==> src/rtl/pipeline_stall_controller_if.sv <==
// Hazard/stall signal bundle between the pipeline datapath (master) and the stall controller (slave).
interface pipeline_stall_controller_if #(
  parameter int COUNTER_WIDTH = 16
);
  logic                     idExMemRead;
  logic [4:0]               idExRt;
  logic [4:0]               ifIdRs;
  logic [4:0]               ifIdRt;
  logic                     ifIdUsesRt;
  logic                     mulDivIssue;
  logic                     branchTaken;
  logic                     clearStallCount;
  logic                     pcWrite;
  logic                     ifIdWrite;
  logic                     bubbleInstruction;
  logic                     ifIdFlush;
  logic                     mulDivBusy;
  logic [1:0]               state;
  logic [COUNTER_WIDTH-1:0] stallCycles;

  modport master (
    output idExMemRead, idExRt, ifIdRs, ifIdRt, ifIdUsesRt,
           mulDivIssue, branchTaken, clearStallCount,
    input  pcWrite, ifIdWrite, bubbleInstruction, ifIdFlush,
           mulDivBusy, state, stallCycles
  );

  modport slave (
    input  idExMemRead, idExRt, ifIdRs, ifIdRt, ifIdUsesRt,
           mulDivIssue, branchTaken, clearStallCount,
    output pcWrite, ifIdWrite, bubbleInstruction, ifIdFlush,
           mulDivBusy, state, stallCycles
  );
endinterface

==> src/rtl/pipeline_stall_controller.sv <==
// Stall/flush sequencer: load-use stalls, mul/div issue waits, branch flushes; Moore registered outputs.
// Optional stall-cycle counter enabled by defining STALL_COUNTER_EN.
module pipeline_stall_controller #(
  parameter int MULDIV_LATENCY = 4,
  parameter int COUNTER_WIDTH  = 16
) (
  input  logic                         clk,
  input  logic                         reset,
  pipeline_stall_controller_if.slave   ctl
);

  typedef enum logic [1:0] {
    RUN         = 2'b00,
    LOAD_STALL  = 2'b01,
    MULDIV_WAIT = 2'b10,
    FLUSH       = 2'b11
  } state_e;

  localparam logic [3:0] WAIT_INIT = 4'(MULDIV_LATENCY - 1);

  state_e     state_q, state_d;
  logic [3:0] wait_cnt_q, wait_cnt_d;
  logic       load_use;
  logic       pc_write_q, if_id_write_q, bubble_q, flush_q, busy_q;

  assign load_use = ctl.idExMemRead && (ctl.idExRt != 5'd0) &&
                    ((ctl.idExRt == ctl.ifIdRs) ||
                     (ctl.ifIdUsesRt && (ctl.idExRt == ctl.ifIdRt)));

  always_comb begin
    state_d    = state_q;
    wait_cnt_d = wait_cnt_q;
    case (state_q)
      RUN: begin
        if (ctl.branchTaken) begin
          state_d = FLUSH;
        end else if (ctl.mulDivIssue) begin
          state_d    = MULDIV_WAIT;
          wait_cnt_d = WAIT_INIT;
        end else if (load_use) begin
          state_d = LOAD_STALL;
        end
      end
      LOAD_STALL: state_d = ctl.branchTaken ? FLUSH : RUN;
      MULDIV_WAIT: begin
        // A taken branch abandons the younger mul/div, so its remaining wait is dropped.
        if (ctl.branchTaken) begin
          state_d    = FLUSH;
          wait_cnt_d = 4'd0;
        end else if (wait_cnt_q == 4'd0) begin
          state_d = RUN;
        end else begin
          wait_cnt_d = wait_cnt_q - 4'd1;
        end
      end
      FLUSH: state_d = RUN;
    endcase
  end

  always_ff @(posedge clk or posedge reset) begin
    if (reset) begin
      state_q       <= RUN;
      wait_cnt_q    <= 4'd0;
      pc_write_q    <= 1'b1;
      if_id_write_q <= 1'b1;
      bubble_q      <= 1'b0;
      flush_q       <= 1'b0;
      busy_q        <= 1'b0;
    end else begin
      state_q    <= state_d;
      wait_cnt_q <= wait_cnt_d;
      // Outputs are decoded from the next state so they are flops aligned with state_q.
      case (state_d)
        RUN: begin
          pc_write_q <= 1'b1; if_id_write_q <= 1'b1; bubble_q <= 1'b0;
          flush_q    <= 1'b0; busy_q        <= 1'b0;
        end
        LOAD_STALL: begin
          pc_write_q <= 1'b0; if_id_write_q <= 1'b0; bubble_q <= 1'b1;
          flush_q    <= 1'b0; busy_q        <= 1'b0;
        end
        MULDIV_WAIT: begin
          pc_write_q <= 1'b0; if_id_write_q <= 1'b0; bubble_q <= 1'b1;
          flush_q    <= 1'b0; busy_q        <= 1'b1;
        end
        FLUSH: begin
          pc_write_q <= 1'b1; if_id_write_q <= 1'b1; bubble_q <= 1'b1;
          flush_q    <= 1'b1; busy_q        <= 1'b0;
        end
      endcase
    end
  end

  assign ctl.pcWrite           = pc_write_q;
  assign ctl.ifIdWrite         = if_id_write_q;
  assign ctl.bubbleInstruction = bubble_q;
  assign ctl.ifIdFlush         = flush_q;
  assign ctl.mulDivBusy        = busy_q;
  assign ctl.state             = state_q;

`ifdef STALL_COUNTER_EN
  logic [COUNTER_WIDTH-1:0] stall_cnt_q;

  always_ff @(posedge clk or posedge reset) begin
    if (reset) begin
      stall_cnt_q <= '0;
    end else if (ctl.clearStallCount) begin
      stall_cnt_q <= '0;
    end else if (((state_q == LOAD_STALL) || (state_q == MULDIV_WAIT)) && (stall_cnt_q != '1)) begin
      stall_cnt_q <= stall_cnt_q + 1'b1;
    end
  end

  assign ctl.stallCycles = stall_cnt_q;
`else
  logic unused_clear_stall_count;
  assign unused_clear_stall_count = ctl.clearStallCount;
  assign ctl.stallCycles          = '0;
`endif

endmodule

==> src/flat_wrapper.sv <==
// flat-port wrapper written by rule: the top's interface ports become plain ports
module pipeline_stall_controller_flat 
#(
  parameter int MULDIV_LATENCY = 4,
  parameter int COUNTER_WIDTH  = 16
)
  (clk, reset, ctl_idExMemRead, ctl_idExRt, ctl_ifIdRs, ctl_ifIdRt, ctl_ifIdUsesRt, ctl_mulDivIssue, ctl_branchTaken, ctl_clearStallCount, ctl_pcWrite, ctl_ifIdWrite, ctl_bubbleInstruction, ctl_ifIdFlush, ctl_mulDivBusy, ctl_state, ctl_stallCycles);
  pipeline_stall_controller_if #(.COUNTER_WIDTH(COUNTER_WIDTH)) ctl_i ();
  input  logic clk;
  input  logic reset;
  input wire logic [$bits(ctl_i.idExMemRead)-1:0] ctl_idExMemRead;
  input wire logic [$bits(ctl_i.idExRt)-1:0] ctl_idExRt;
  input wire logic [$bits(ctl_i.ifIdRs)-1:0] ctl_ifIdRs;
  input wire logic [$bits(ctl_i.ifIdRt)-1:0] ctl_ifIdRt;
  input wire logic [$bits(ctl_i.ifIdUsesRt)-1:0] ctl_ifIdUsesRt;
  input wire logic [$bits(ctl_i.mulDivIssue)-1:0] ctl_mulDivIssue;
  input wire logic [$bits(ctl_i.branchTaken)-1:0] ctl_branchTaken;
  input wire logic [$bits(ctl_i.clearStallCount)-1:0] ctl_clearStallCount;
  output wire logic [$bits(ctl_i.pcWrite)-1:0] ctl_pcWrite;
  output wire logic [$bits(ctl_i.ifIdWrite)-1:0] ctl_ifIdWrite;
  output wire logic [$bits(ctl_i.bubbleInstruction)-1:0] ctl_bubbleInstruction;
  output wire logic [$bits(ctl_i.ifIdFlush)-1:0] ctl_ifIdFlush;
  output wire logic [$bits(ctl_i.mulDivBusy)-1:0] ctl_mulDivBusy;
  output wire logic [$bits(ctl_i.state)-1:0] ctl_state;
  output wire logic [$bits(ctl_i.stallCycles)-1:0] ctl_stallCycles;
  assign ctl_i.idExMemRead = ctl_idExMemRead;
  assign ctl_i.idExRt = ctl_idExRt;
  assign ctl_i.ifIdRs = ctl_ifIdRs;
  assign ctl_i.ifIdRt = ctl_ifIdRt;
  assign ctl_i.ifIdUsesRt = ctl_ifIdUsesRt;
  assign ctl_i.mulDivIssue = ctl_mulDivIssue;
  assign ctl_i.branchTaken = ctl_branchTaken;
  assign ctl_i.clearStallCount = ctl_clearStallCount;
  assign ctl_pcWrite = ctl_i.pcWrite;
  assign ctl_ifIdWrite = ctl_i.ifIdWrite;
  assign ctl_bubbleInstruction = ctl_i.bubbleInstruction;
  assign ctl_ifIdFlush = ctl_i.ifIdFlush;
  assign ctl_mulDivBusy = ctl_i.mulDivBusy;
  assign ctl_state = ctl_i.state;
  assign ctl_stallCycles = ctl_i.stallCycles;
  pipeline_stall_controller #(.MULDIV_LATENCY(MULDIV_LATENCY), .COUNTER_WIDTH(COUNTER_WIDTH)) u_core (.clk(clk), .reset(reset), .ctl(ctl_i));
endmodule
==> config.mk <==
export PLATFORM = sky130hd
export DESIGN_NAME = pipeline_stall_controller_flat
export DESIGN_NICKNAME = d
export VERILOG_FILES = /design/src/rtl/pipeline_stall_controller_if.sv /design/src/rtl/pipeline_stall_controller.sv /design/src/flat_wrapper.sv
export SDC_FILE = /design/constraint.sdc
export NUM_CORES = 1
export LEC_CHECK = 0
export CAP_MARGIN = 20
export CORE_ASPECT_RATIO = 1.1
export CORE_UTILIZATION = 30
export DETAILED_ROUTE_END_ITERATION = 6
export PLACE_DENSITY = 0.75
export RECOVER_POWER = 100
export SKIP_CTS_REPAIR_TIMING = 1
export SYNTH_ARGS = -nofsm -noshare
export SYNTH_HDL_FRONTEND = slang
export SYNTH_SLANG_ARGS = --single-unit
==> constraint.sdc <==
create_clock -name clk -period 1.93 [get_ports clk]
set_input_delay 0.193 -clock clk [delete_from_list [all_inputs] [get_ports clk]]
set_output_delay 0.193 -clock clk [all_outputs]
set_load 0.01 [all_outputs]
==> impl_metrics.csv, run 1 <==
group,metric,value,unit
worst_setup_path,critPathKind,"reg -> reg",
cts,clock_sinks,10,
synth,synthTopCellsByArea,"dfrtp_1 29%, buf_4 16%, xnor2_1 11%",
power,p_int,0.671,mW
die,fp.dieH,55.6,um
power,p_clk_frac,0.172,
sta,tns,0,ns
global_route,grt_pass1_vias,640,
hold_path,hold_class,"in -> async",
sta,report.final.slew_viol_count,0,
finish,fillers,269,
worst_setup_path,crit_fanout,5,
cts,path_clk_slew,0.06,ns
finish,nNetsFinal,143,
die,io_pins,45,
global_route,grt_usage,0.116,
synth,ys_seq_area_frac,0.321,
finish,area_growth,35.1,%
sta,rsz0062_at_grt,"no",
synth,synthDominantCellAreaShare,0.287,
power,max-vdd-ir-drop,0.000526,V
cts,cts-root-buf,"clkbuf_4",
synth,yosysTopAreaCell,"dfrtp_1",
synth,synth_edf_count,0,
sta,hold_slack,0.342,ns
worst_setup_path,critPathLaunch,"u_core.wait_cnt_q[0]",
detailed_routing,first_pass_iters,4,
detailed_routing,avgViaCountPerCell,4.52,
detailed_routing,totalWireLength,1.51,mm
sta,hold_violations,0,
power,power.density,1000,mW/mm2
detailed_routing,wl_per_cell,10.3,um
sta,period_share,0.936,
power,leakagePower,0.458,nW
place,gp_congestion,0.810,
cts,htreeDepth,1,
detailed_routing,drc,0,
worst_setup_path,start_kind,"flip-flop",
global_route,overflow,0,
worst_setup_path,r2r-end,"u_core.ctl.pcWrite",
power,power_frac_comb,0.484,
synth,synthCells,87,
worst_setup_path,reg2reg_setup_slack,0.12,ns
synth,synth_cell_types,28,
die,coreArea,0.00250,mm2
sta,worst_clock_skew,0.00322,ns
detailed_routing,vias,660,
die,dieArea,0.00282,mm2
place,hpwlAfterDp,1.27,mm
sta,layout_min_cycle_time,1.81,ns
cts,numCtsBuffers,3,
global_route,grt_pass1_wl,2.50,mm
detailed_routing,antenna_left,0,
run_status,status,"finished, final reports clean",
finish,fin_cells,146,
worst_setup_path,worst_r2r_path_depth,6,
power,swShare,0.369,
sta,max_freq,0.554,GHz
synth,ys_warn_count,0,
synth,syn_avg_cell_area,9.02,um2
synth,ys_async_sr_fraction,1.00,
place,dp_cells,142,
power,switchingPower,0.392,mW
die,rows,19,
worst_setup_path,end_kind,"flip-flop",
synth,ys_ff_latch,10,
finish,num_antenna_cells,0,
global_route,antenna_found_initial,0,
cts,cts_tree,"done",
die,floorplan.initialDensity,0.314,
cts,cts_buffer_depth,2,
power,seq_power_share,0.344,
synth,syn_area,785,um2
place,port-buffer-count,27,
die,die_w,50.8,um
cts,clk_latency,0.26,ns
worst_setup_path,critPathArrivalTime,1.99,ns
finish,drive_above_1_share,0.0696,
worst_setup_path,worstReg2RegStart,"u_core.wait_cnt_q[0]",
synth,ys.flop_type,"dfrtp_1",
worst_setup_path,cp.required,2.12,ns
sta,setup_viol,0,
synth,yosysMostFrequentCell,"buf_4",
synth,synth.top_cells.by_count,"17 x buf_4, 10 x xnor2_1, 9 x dfrtp_1, 6 x nand2_1",
job,drv_cap,0,
global_route,grt_max_degree,11,
worst_setup_path,endpoint,"u_core.ctl.pcWrite",
detailed_routing,drt_iter0_drc,14,
-- power groups by stage --
| stage | Combinational [mW] | Clock, mW | Sequential [mW] |
|---|---|---|---|
| CTS | 0.528 | 0.187 | 0.368 |
| finish | 0.515 | 0.183 | 0.365 |
| global route | 0.578 | 0.198 | 0.382 |
| floorplan | 0.349 | 0 | 0.367 |
| global placement | 0.499 | 0 | 0.368 |
| detailed placement | 0.527 | 0 | 0.370 |
-- layout by cell type (no fill, tap or decap), types with 3 or more instances in the layout --
| cell | n |
|---|---|
| clkdlybuf4s50_1 | 19 |
| conb_1 | 16 |
| xnor2_1 | 10 |
| dfrtp_1 | 9 |
| dlygate4sd3_1 | 8 |
| nand2_1 | 6 |
| inv_1 | 5 |
| ha_1 | 5 |
| nor2_1 | 4 |
| nand3_1 | 3 |
| o22ai_1 | 3 |
| clkbuf_4 | 3 |
-- logic make-up after synthesis --
family | synth area share
compound gates | 0.104
xor+xnor | 0.134
fa+ha+maj | 0.0797
buf+inv | 0.199
flops | 0.321
other cells | 0.00478
simple gates | 0.158
-- how the worst min path moves through the flow --
| stage | cells past startpoint | slack (ns) | from | endpoint |
|---|---|---|---|---|
| 3_3_place_gp | 2 | 0.49 | reset | u_core.wait_cnt_q[3] |
| 5_1_grt | 2 | 0.38 | reset | u_core.ctl.mulDivBusy |
| 6_report | 2 | 0.34 | reset | u_core.ctl.mulDivBusy |
| 4_1_cts | 2 | 0.22 | reset | u_core.ctl.mulDivBusy |
| 2_1_floorplan | 1 | 0.03 | reset | u_core.ctl.bubbleInstruction |
| 3_5_place_dp | 2 | 0.51 | reset | u_core.wait_cnt_q[3] |
-- worst max-delay path: stages, from the launching register on --
cell and delay, ns:
dfrtp_1 0.40, inv_1 0.14, ha_1 0.17, or3b_4 0.42, a21oi_2 0.17, o21ai_0 0.14, ha_1 0.31
-- through the flow --
stage	setup WS [ns]	power, mW	area (um2)	utilization
floorplan	0.281	0.716	841	-
global placement	0.174	0.867	1020	0.409
detailed placement	0.144	0.897	1020	0.409
CTS	0.104	1.08	1060	0.423
global route	0.0288	1.16	1060	0.425
finish	0.124	1.06	1060	0.425
-- per-layer routing --
layer,GRT usage,routed length (um)
met1,0.112,601
met2,0.223,780
met3,0.0219,112
met4,0.0635,15
met5,0,0
-- layout make-up --
class | instances | area, um2 | area share
Tap cell | 31 | 38.8 | 0.0366
Inverter | 5 | 18.8 | 0.0177
Clock buffer | 4 | 36.3 | 0.0342
Multi-Input combinational cell | 68 | 437 | 0.412
Timing Repair Buffer | 28 | 278 | 0.262
Sequential cell | 10 | 251 | 0.237
-- flip-flops by register name, indices dropped and copies added (netlist names) --
name and count:
u_core.ctl.pcWrite 1, u_core.ctl.mulDivBusy 1, u_core.ctl.bubbleInstruction 1, u_core.ctl.ifIdFlush 1, u_core.wait_cnt_q 4, u_core.ctl.state 2
(Power assumes the default switching activity.)
==> inputs of run 2 (changes only) <==
ABC_CLOCK_PERIOD_IN_PS = 1930   (was default)
CORE_UTILIZATION = 37   (was 30)
PLACE_DENSITY = 0.87   (was 0.75)
==> impl_metrics.csv, run 2 (synthesis gave the netlist of run 1 again) <==
group,metric,value,unit
power,power_frac_comb,0.470,
worst_setup_path,end_kind,"flip-flop",
sta,layout_min_cycle_time,1.79,ns
power,p_clk_frac,0.182,
cts,clock_sinks,10,
global_route,antenna_found_initial,0,
cts,path_clk_slew,0.07,ns
worst_setup_path,cp.required,2.13,ns
finish,final_cell_mix,"19 x clkdlybuf4s50_1, 16 x conb_1, 10 x xnor2_1",
cts,cts_tree,"done",
finish,largest_reg_flops,4,
die,rows,17,
cts,cts_buffer_depth,2,
worst_setup_path,critPathArrivalTime,1.99,ns
sta,max_freq,0.558,GHz
worst_setup_path,reg2reg_setup_slack,0.14,ns
die,coreArea,0.00200,mm2
power,power.density,988,mW/mm2
sta,period_share,0.928,
die,fp.dieH,50.3,um
finish,nNetsFinal,143,
run_status,status,"finished, final reports clean",
sta,setup_viol,0,
detailed_routing,wl_per_cell,9.48,um
die,floorplan.initialDensity,0.392,
place,place_ws,0.156,ns
finish,drive_above_1_share,0.0609,
hold_path,hold_class,"in -> async",
global_route,grt_pass1_vias,553,
global_route,overflow,0,
worst_setup_path,start_kind,"flip-flop",
sta,tns,0,ns
sta,worst_clock_skew,0.00230,ns
sta,worst_slack,0.138,ns
die,die_w,45.9,um
detailed_routing,avgViaCountPerCell,4.52,
cts,htreeDepth,1,
finish,regArea,251,um2
finish,multi_input_area,433,um2
power,seq_power_share,0.348,
place,hpwlAfterDp,1.19,mm
worst_setup_path,worstReg2RegStart,"u_core.wait_cnt_q[0]",
detailed_routing,first_pass_iters,4,
power,max-vdd-ir-drop,0.000352,V
place,port-buffer-count,27,
finish,layout_commonest_cell,"clkdlybuf4s50_1",
finish,top_register,"u_core.wait_cnt_q",
cts,clk_latency,0.27,ns
finish,area_growth,34.1,%
power,switchingPower,0.373,mW
detailed_routing,drt_iter0_drc,2,
detailed_routing,vias,646,
worst_setup_path,critPathLaunch,"u_core.wait_cnt_q[0]",
cts,numCtsBuffers,3,
detailed_routing,totalWireLength,1.36,mm
power,p_int,0.667,mW
sta,hold_violations,0,
worst_setup_path,critPathKind,"reg -> reg",
sta,report.final.slew_viol_count,0,
job,drv_cap,0,
global_route,grt_max_degree,11,
power,swShare,0.359,
detailed_routing,drc,0,
global_route,grt_usage,0.140,
worst_setup_path,crit_fanout,5,
finish,num_antenna_cells,0,
finish,fillers,198,
power,leakagePower,0.458,nW
place,gp_congestion,0.877,
global_route,grt_pass1_wl,2.34,mm
die,io_pins,45,
cts,cts-root-buf,"clkbuf_4",
detailed_routing,antenna_left,0,
sta,rsz0062_at_grt,"no",
die,dieArea,0.00231,mm2
[run 2: cell count changes in the layout (fill, tap and decap cells not counted)]
cell,previous run,this run
a21oi_1,1,2
a21oi_2,1,0
[run 2: path summary, 6_finish.rpt]
| check | to | cells after the start |
|---|---|---|
| max | u_core.ctl.pcWrite | 6 |
| min | u_core.wait_cnt_q[2] | 2 |
| max reg2reg | u_core.ctl.pcWrite | 6 |
| min reg2reg | u_core.wait_cnt_q[1] | 2 |
| max in group asynchronous | u_core.ctl.pcWrite | 2 |
| min in group clk | u_core.wait_cnt_q[1] | 2 |
[run 2: power by group through the flow]
stage	combinational [mW]	clock, mW	sequential, mW
2_1_floorplan	0.349	0	0.367
3_5_place_dp	0.516	0	0.369
6_report	0.489	0.189	0.362
5_1_grt	0.552	0.205	0.376
4_1_cts	0.515	0.193	0.366
3_3_place_gp	0.494	0	0.365
[run 2: cell type report]
class | count | share of cell area
multi-input cells | 68 | 0.411
clock buffers | 4 | 0.0345
flip-flops and latches | 10 | 0.239
repair buffers | 28 | 0.264
inverters | 5 | 0.0178
well taps | 28 | 0.0333
[run 2: worst max-delay path: stages, from the launching register on]
cell     delay, ns
dfrtp_1       0.40
inv_1         0.13
ha_1          0.17
or3b_4        0.41
a21oi_1       0.18
o21ai_0       0.14
ha_1          0.30
[run 2: per-layer routing]
metal / track usage / up-vias / part of all wire
met3: 0.0288 / 5 / 0.080
met4: 0.0735 / 0 / 0.021
met2: 0.223 / 36 / 0.51
met5: 0 / - / 0
li1: - / 316 / -
met1: 0.171 / 289 / 0.39
[run 2: through the flow]
step | power [mW] | hold slack [ns] | util | area [um2] | instances
global route | 1.13 | 0.401 | 0.526 | 1050 | 143
CTS | 1.07 | 0.243 | 0.526 | 1050 | 143
floorplan | 0.716 | 0.0325 | - | 841 | 102
finish | 1.04 | 0.350 | 0.526 | 1050 | 143
detailed placement | 0.885 | 0.532 | 0.508 | 1020 | 139
global placement | 0.859 | 0.481 | 0.508 | 1020 | 139
==> inputs of run 3 (changes only) <==
ABC_AREA = 0   (was default)
==> results of run 3 <==
No change in the layout: final DEF, timing and power equal those of run 2.
==> variant 1: new RTL, settings of run 3 <==
`COUNTER_WIDTH` is set to 16 in 3 places; all go to 20.
--- a/src/rtl/pipeline_stall_controller_if.sv
+++ b/src/rtl/pipeline_stall_controller_if.sv
@@ -1,6 +1,6 @@
 // Hazard/stall signal bundle between the pipeline datapath (master) and the stall controller (slave).
 interface pipeline_stall_controller_if #(
-  parameter int COUNTER_WIDTH = 16
+  parameter int COUNTER_WIDTH = 20
 );
   logic                     idExMemRead;
   logic [4:0]               idExRt;
--- a/src/rtl/pipeline_stall_controller.sv
+++ b/src/rtl/pipeline_stall_controller.sv
@@ -2,7 +2,7 @@
 // Optional stall-cycle counter enabled by defining STALL_COUNTER_EN.
 module pipeline_stall_controller #(
   parameter int MULDIV_LATENCY = 4,
-  parameter int COUNTER_WIDTH  = 16
+  parameter int COUNTER_WIDTH  = 20
 ) (
   input  logic                         clk,
   input  logic                         reset,
--- a/src/flat_wrapper.sv
+++ b/src/flat_wrapper.sv
@@ -2,7 +2,7 @@
 module pipeline_stall_controller_flat 
 #(
   parameter int MULDIV_LATENCY = 4,
-  parameter int COUNTER_WIDTH  = 16
+  parameter int COUNTER_WIDTH  = 20
 )
   (clk, reset, ctl_idExMemRead, ctl_idExRt, ctl_ifIdRs, ctl_ifIdRt, ctl_ifIdUsesRt, ctl_mulDivIssue, ctl_branchTaken, ctl_clearStallCount, ctl_pcWrite, ctl_ifIdWrite, ctl_bubbleInstruction, ctl_ifIdFlush, ctl_mulDivBusy, ctl_state, ctl_stallCycles);
   pipeline_stall_controller_if #(.COUNTER_WIDTH(COUNTER_WIDTH)) ctl_i ();
Ports: changed (resized ctl_stallCycles); port bits go from 45 to 49. The function was not compared with the original's and may differ.
==> variant 1 against run 3 <==
First-iteration DRC count increased to 2.5 times the old value. Final cell count increased by 2.8%. Total power increased by 1.9%. Synthesized area increased by 3.8%. Setup slack got worse by 23 ps. Critical path type unchanged. Sequential cell count unchanged. Routed wire length increased by 9.0%. Final area increased by 1.4%.
==> variant 1: results (changes against run 3) <==
Logic synthesis:
- The share of the synthesized netlist area taken by xor and xnor gates is 12.9% (-0.49 points).
- The compound-cell area share of the yosys netlist is 9.98% (-0.38 points).
- The count of cell types in the netlist came to 28 (unchanged).
- The adder-cell share of the synthesized area is 7.68% (-0.29 points).
- By area the synthesized netlist is led by dfrtp_1 (28%), buf_4 (19%), xnor2_1 (11%), ha_1 (7.7%), dfstp_2 (3.2%).
- The share of synthesized area occupied by flip-flops and latches was 30.9% (-1.2 points).
- The count of synthesis-stage warnings from yosys is 0 (unchanged).
- Counting instances in the post-synthesis netlist gives the leading cell types as buf_4 (21), xnor2_1 (10), dfrtp_1 (9).
- The proportion of synthesized area in mux cells is 0% (unchanged).
- The post-synthesis async set-or-reset flop share is 100% (unchanged).

GRT:
- The global-route wire length before repair is 2.39 mm (+2.1%).
- The total global routing track utilization is 13.5% (-0.48 points).
- The initial antenna violation count is 0 (unchanged).
- The via count of the first global-routing pass came to 630 (+14%).

Critical path:
- In this design, the largest share of critical-path delay is due to adder cells.
- The maximum single-stage delay on the critical path came to 410 ps (about the same).
- The worst path arrival time is 2010 ps (+20 ps).

Pwr:
- The cell leakage power is 0.471 nW (+2.8%).
- The total power per unit cell area was 993 nW/um^2 (+0.43%).
- The largest vdd supply drop was 0.394 mV (+12%).

Placed design:
- The number of buffers added on ports is 27 (unchanged).
- The HPWL after detailed placement is 1.28 mm (+7.7%).
- The placer's final routability congestion estimate is 0.874 (-0.29%).

Drt:
- The number of vias in the routed layout is 682 (+5.6%).
- The final routed wirelength across all metal layers is 1.48 mm (+9.0%).
- The DRC violation total after the first TritonRoute iteration is 5 (+3).

Status:
- The run finished with clean final reports.

Clocking:
- The source-to-sink clock delay at the later pin of the worst-skew pair is 270 ps (about the same).
- The number of CTS-inserted buffers is 3 (unchanged).

Timing:
- The worst clock skew is 1.75 ps (-0.550 ps).

Final layout:
- The number of nets at the end of the flow was 147 (+2.8%).
- The number of fill cells is 199 (+0.51%).
- The ratio of cells with drive above 1 in the final layout is 5.88% (-0.20 points).

Min path:
- The type of the most critical hold path is primary input to asynchronous set/reset pin.
[variant 1: cell count changes in the layout (fill, tap and decap cells not counted), sizes merged]
cell,run 3,this run
conb,16,20
[variant 1: kinds of logic (layout without fill, tap and decap cells)]
group	after synthesis	in the layout
xor+xnor	12	12
other cells	1	20
fa+ha+maj	5	5
buf+inv	28	37
simple gates	23	23
compound gates	12	12
flops	10	10
[variant 1: through the flow]
stage | hold WS (ps) | power (W) | area (sq um) | worst slack [ps] | std cells
floorplan | 32.5 | 0.000725 | 886 | 281 | 110
global placement | 485 | 0.000863 | 1030 | 198 | 143
detailed placement | 515 | 0.000894 | 1030 | 150 | 143
CTS | 225 | 0.00109 | 1070 | 116 | 147
global route | 395 | 0.00114 | 1070 | 14.4 | 147
finish | 346 | 0.00106 | 1070 | 115 | 147
[variant 1: area by class of cell]
class                   instances  area (sq um)  share of cell area [%]
clock buffers                   4          36.3                    3.40
inverters                       5          18.8                    1.76
multi-input cells              72           448                    42.0
flip-flops and latches         10           251                    23.6
well taps                      28          35.0                    3.28
repair buffers                 28           278                    26.0
[variant 1: metal layers]
layer | routed length, microns | vias up | GRT usage (%)
met3 | 122 | 4 | 1.06
met5 | 0 | - | 0
met2 | 775 | 47 | 24.5
met4 | 19 | 0 | 7.62
li1 | - | 319 | -
met1 | 561 | 312 | 14.6
[variant 1: worst paths after layout]
kind | from | to | slack [ps] | depth (start not counted)
worst max-delay path | u_core.wait_cnt_q[0]$_DFFE_PP0P_ | u_core.ctl.pcWrite$_DFF_PP1_ | 110 | 6
worst min-delay path | reset | u_core.wait_cnt_q[3]$_DFFE_PP0P_ | 350 | 2
worst max register to register | u_core.wait_cnt_q[0]$_DFFE_PP0P_ | u_core.ctl.pcWrite$_DFF_PP1_ | 110 | 6
worst min register to register | u_core.wait_cnt_q[1]$_DFFE_PP0P_ | u_core.wait_cnt_q[1]$_DFFE_PP0P_ | 560 | 2
max in group asynchronous | reset | u_core.ctl.pcWrite$_DFF_PP1_ | 1270 | 2
min in group clk | u_core.wait_cnt_q[1]$_DFFE_PP0P_ | u_core.wait_cnt_q[1]$_DFFE_PP0P_ | 560 | 2
[variant 1: worst reg2reg max path, cell delays in order, from the launching register on]
cell	delay, ps
dfrtp_1	400
inv_1	130
ha_1	170
or3b_4	410
a21oi_1	180
o21ai_0	140
ha_1	300
[variant 1: power breakdown]
group          switching (W)  leakage (nW)  internal (W)
Combinational       0.000243         0.330      0.000259
Clock              0.0000769        0.0210      0.000115
Sequential         0.0000704         0.120      0.000295
==> variant 2: new RTL, settings of run 3 <==
Without the edit above. The option `STALL_COUNTER_EN` is turned on by a define.
--- a/src/rtl/pipeline_stall_controller.sv
+++ b/src/rtl/pipeline_stall_controller.sv
@@ -1,5 +1,7 @@
 // Stall/flush sequencer: load-use stalls, mul/div issue waits, branch flushes; Moore registered outputs.
 // Optional stall-cycle counter enabled by defining STALL_COUNTER_EN.
+`define STALL_COUNTER_EN
+
 module pipeline_stall_controller #(
   parameter int MULDIV_LATENCY = 4,
   parameter int COUNTER_WIDTH  = 16
Formal check against the unedited RTL: not equivalent (a bounded check fails within 4 cycles, from zero or initial values and one cycle with reset high).
==> variant 2 against run 3 <==
Critical endpoint unchanged. Total power is 120% higher. Via count up 120%. Final area increased by 130%. Non-clock buffer count grew 36. Sequential cell count up 16. Setup slack lost 56 ps. Synthesized area grew 110%. Routed wire length grew to 2.6 times the old value. Clock skew barely moved. Global-route usage up 2.5 points.
==> variant 2: results (changes against run 3) <==
Status:
- The run finished with clean final reports.

Logic synthesis:
- Sorting the synthesized cells by area gives the leading types as dfrtp_1 (38%), xnor2_1 (8.6%), ha_1 (6.9%), nor2_1 (5.8%), xor2_1 (3.8%).
- The count of cell types in the netlist is 46 (+64%).
- The average footprint of a synthesized cell came to 9.80 sq um (+8.7%).

Pwr:
- The largest vdd supply drop is 0.441 mV (+25%).
- The switching component of the power is 0.000778 W (+110%).

Placed design:
- The total placed cells including tap cells was 275 (+98%).
- The HPWL after detailed placement is 2.77 mm (+130%).
- The number of buffers added on ports is 44 (+63%).
- The placer's final routability congestion estimate is 0.769 (-12%).
- The setup slack at placement was -191 ps (-347 ps).

GRT:
- The met3 demand-to-capacity share in global routing is 2.71% (-0.17 points).
- The largest net degree at the start of global routing was 27 (+16).
- The total global routing track utilization is 16.5% (+2.5 points).
- The met2 global-route usage came to 34.1% (+12 points).
- The global-route wire length before repair is 6.15 mm (+160%).

Drt:
- The number of vias in the routed layout is 1423 (+120%).
- The final routed wirelength across all metal layers came to 3.56 mm (+160%).
- The DRC violation total after the first TritonRoute iteration came to 72 (+70).

Timing:
- The worst clock skew is 2.17 ps (-0.131 ps).
- The post-route worst setup slack is 81.8 ps (-56.3 ps).

Final layout:
- The number of fill cells is 382 (+93%).
- The ratio of cells with drive above 1 in the final layout is 21.3% (+15 points).

Critical path:
- The worst-path maximum fanout was 3 (-2).

Clocking:
- The cell at the root of the clock tree is clkbuf_8.
[variant 2: cell count changes after synthesis, moves of 4 or more]
cell	delta
a21oi_1	+4
buf_4	-16
dfrtp_1	+16
ha_1	+4
nand2_1	+4
nor2_1	+21
xnor2_1	+6
xor2_1	+5
[variant 2: metrics by stage]
step	hold slack, ps	util, %	setup TNS [ps]	instance area (sq um)
detailed placement	549	54.9	-493	2240
global route	591	58.6	0	2390
finish	567	58.6	0	2390
CTS	282	56.3	-54.5	2300
global placement	515	54.9	-222	2240
floorplan	232	-	0	1630
[variant 2: cells by family after synthesis]
| group | Yosys count | share of synthesized area [%] |
|---|---|---|
| simple gates | 71 | 26.4 |
| flops | 26 | 40.1 |
| compound gates | 23 | 10.0 |
| xor+xnor | 23 | 12.4 |
| buf+inv | 12 | 3.00 |
| fa+ha+maj | 9 | 6.92 |
| mux | 2 | 1.23 |
[variant 2: power by group through the flow]
stage / registers, W / clock network [W] / logic, W
2_1_floorplan: 0.000774 / 0 / 0.000572
3_3_place_gp: 0.000729 / 0 / 0.00101
3_5_place_dp: 0.000730 / 0 / 0.00106
4_1_cts: 0.000720 / 0.000355 / 0.00107
5_1_grt: 0.000736 / 0.000366 / 0.00130
6_report: 0.000719 / 0.000346 / 0.00117
[variant 2: cell type report]
type / count / area, sq um / share of cell area (%)
Clock buffer: 4 / 55.1 / 2.30
Inverter: 8 / 30.0 / 1.25
Multi-Input combinational cell: 128 / 1010 / 42.2
Sequential cell: 26 / 652 / 27.2
Tap cell: 52 / 65.1 / 2.72
Timing Repair Buffer: 64 / 583 / 24.3
[variant 2: worst reg2reg max path: stages (launching register included)]
cell     delay (ps)
dfrtp_1         390
inv_2            80
ha_4            120
or3b_4          390
a21oi_2         120
nor2_1           60
o22ai_2         190
o21ba_4         190
ha_4            260
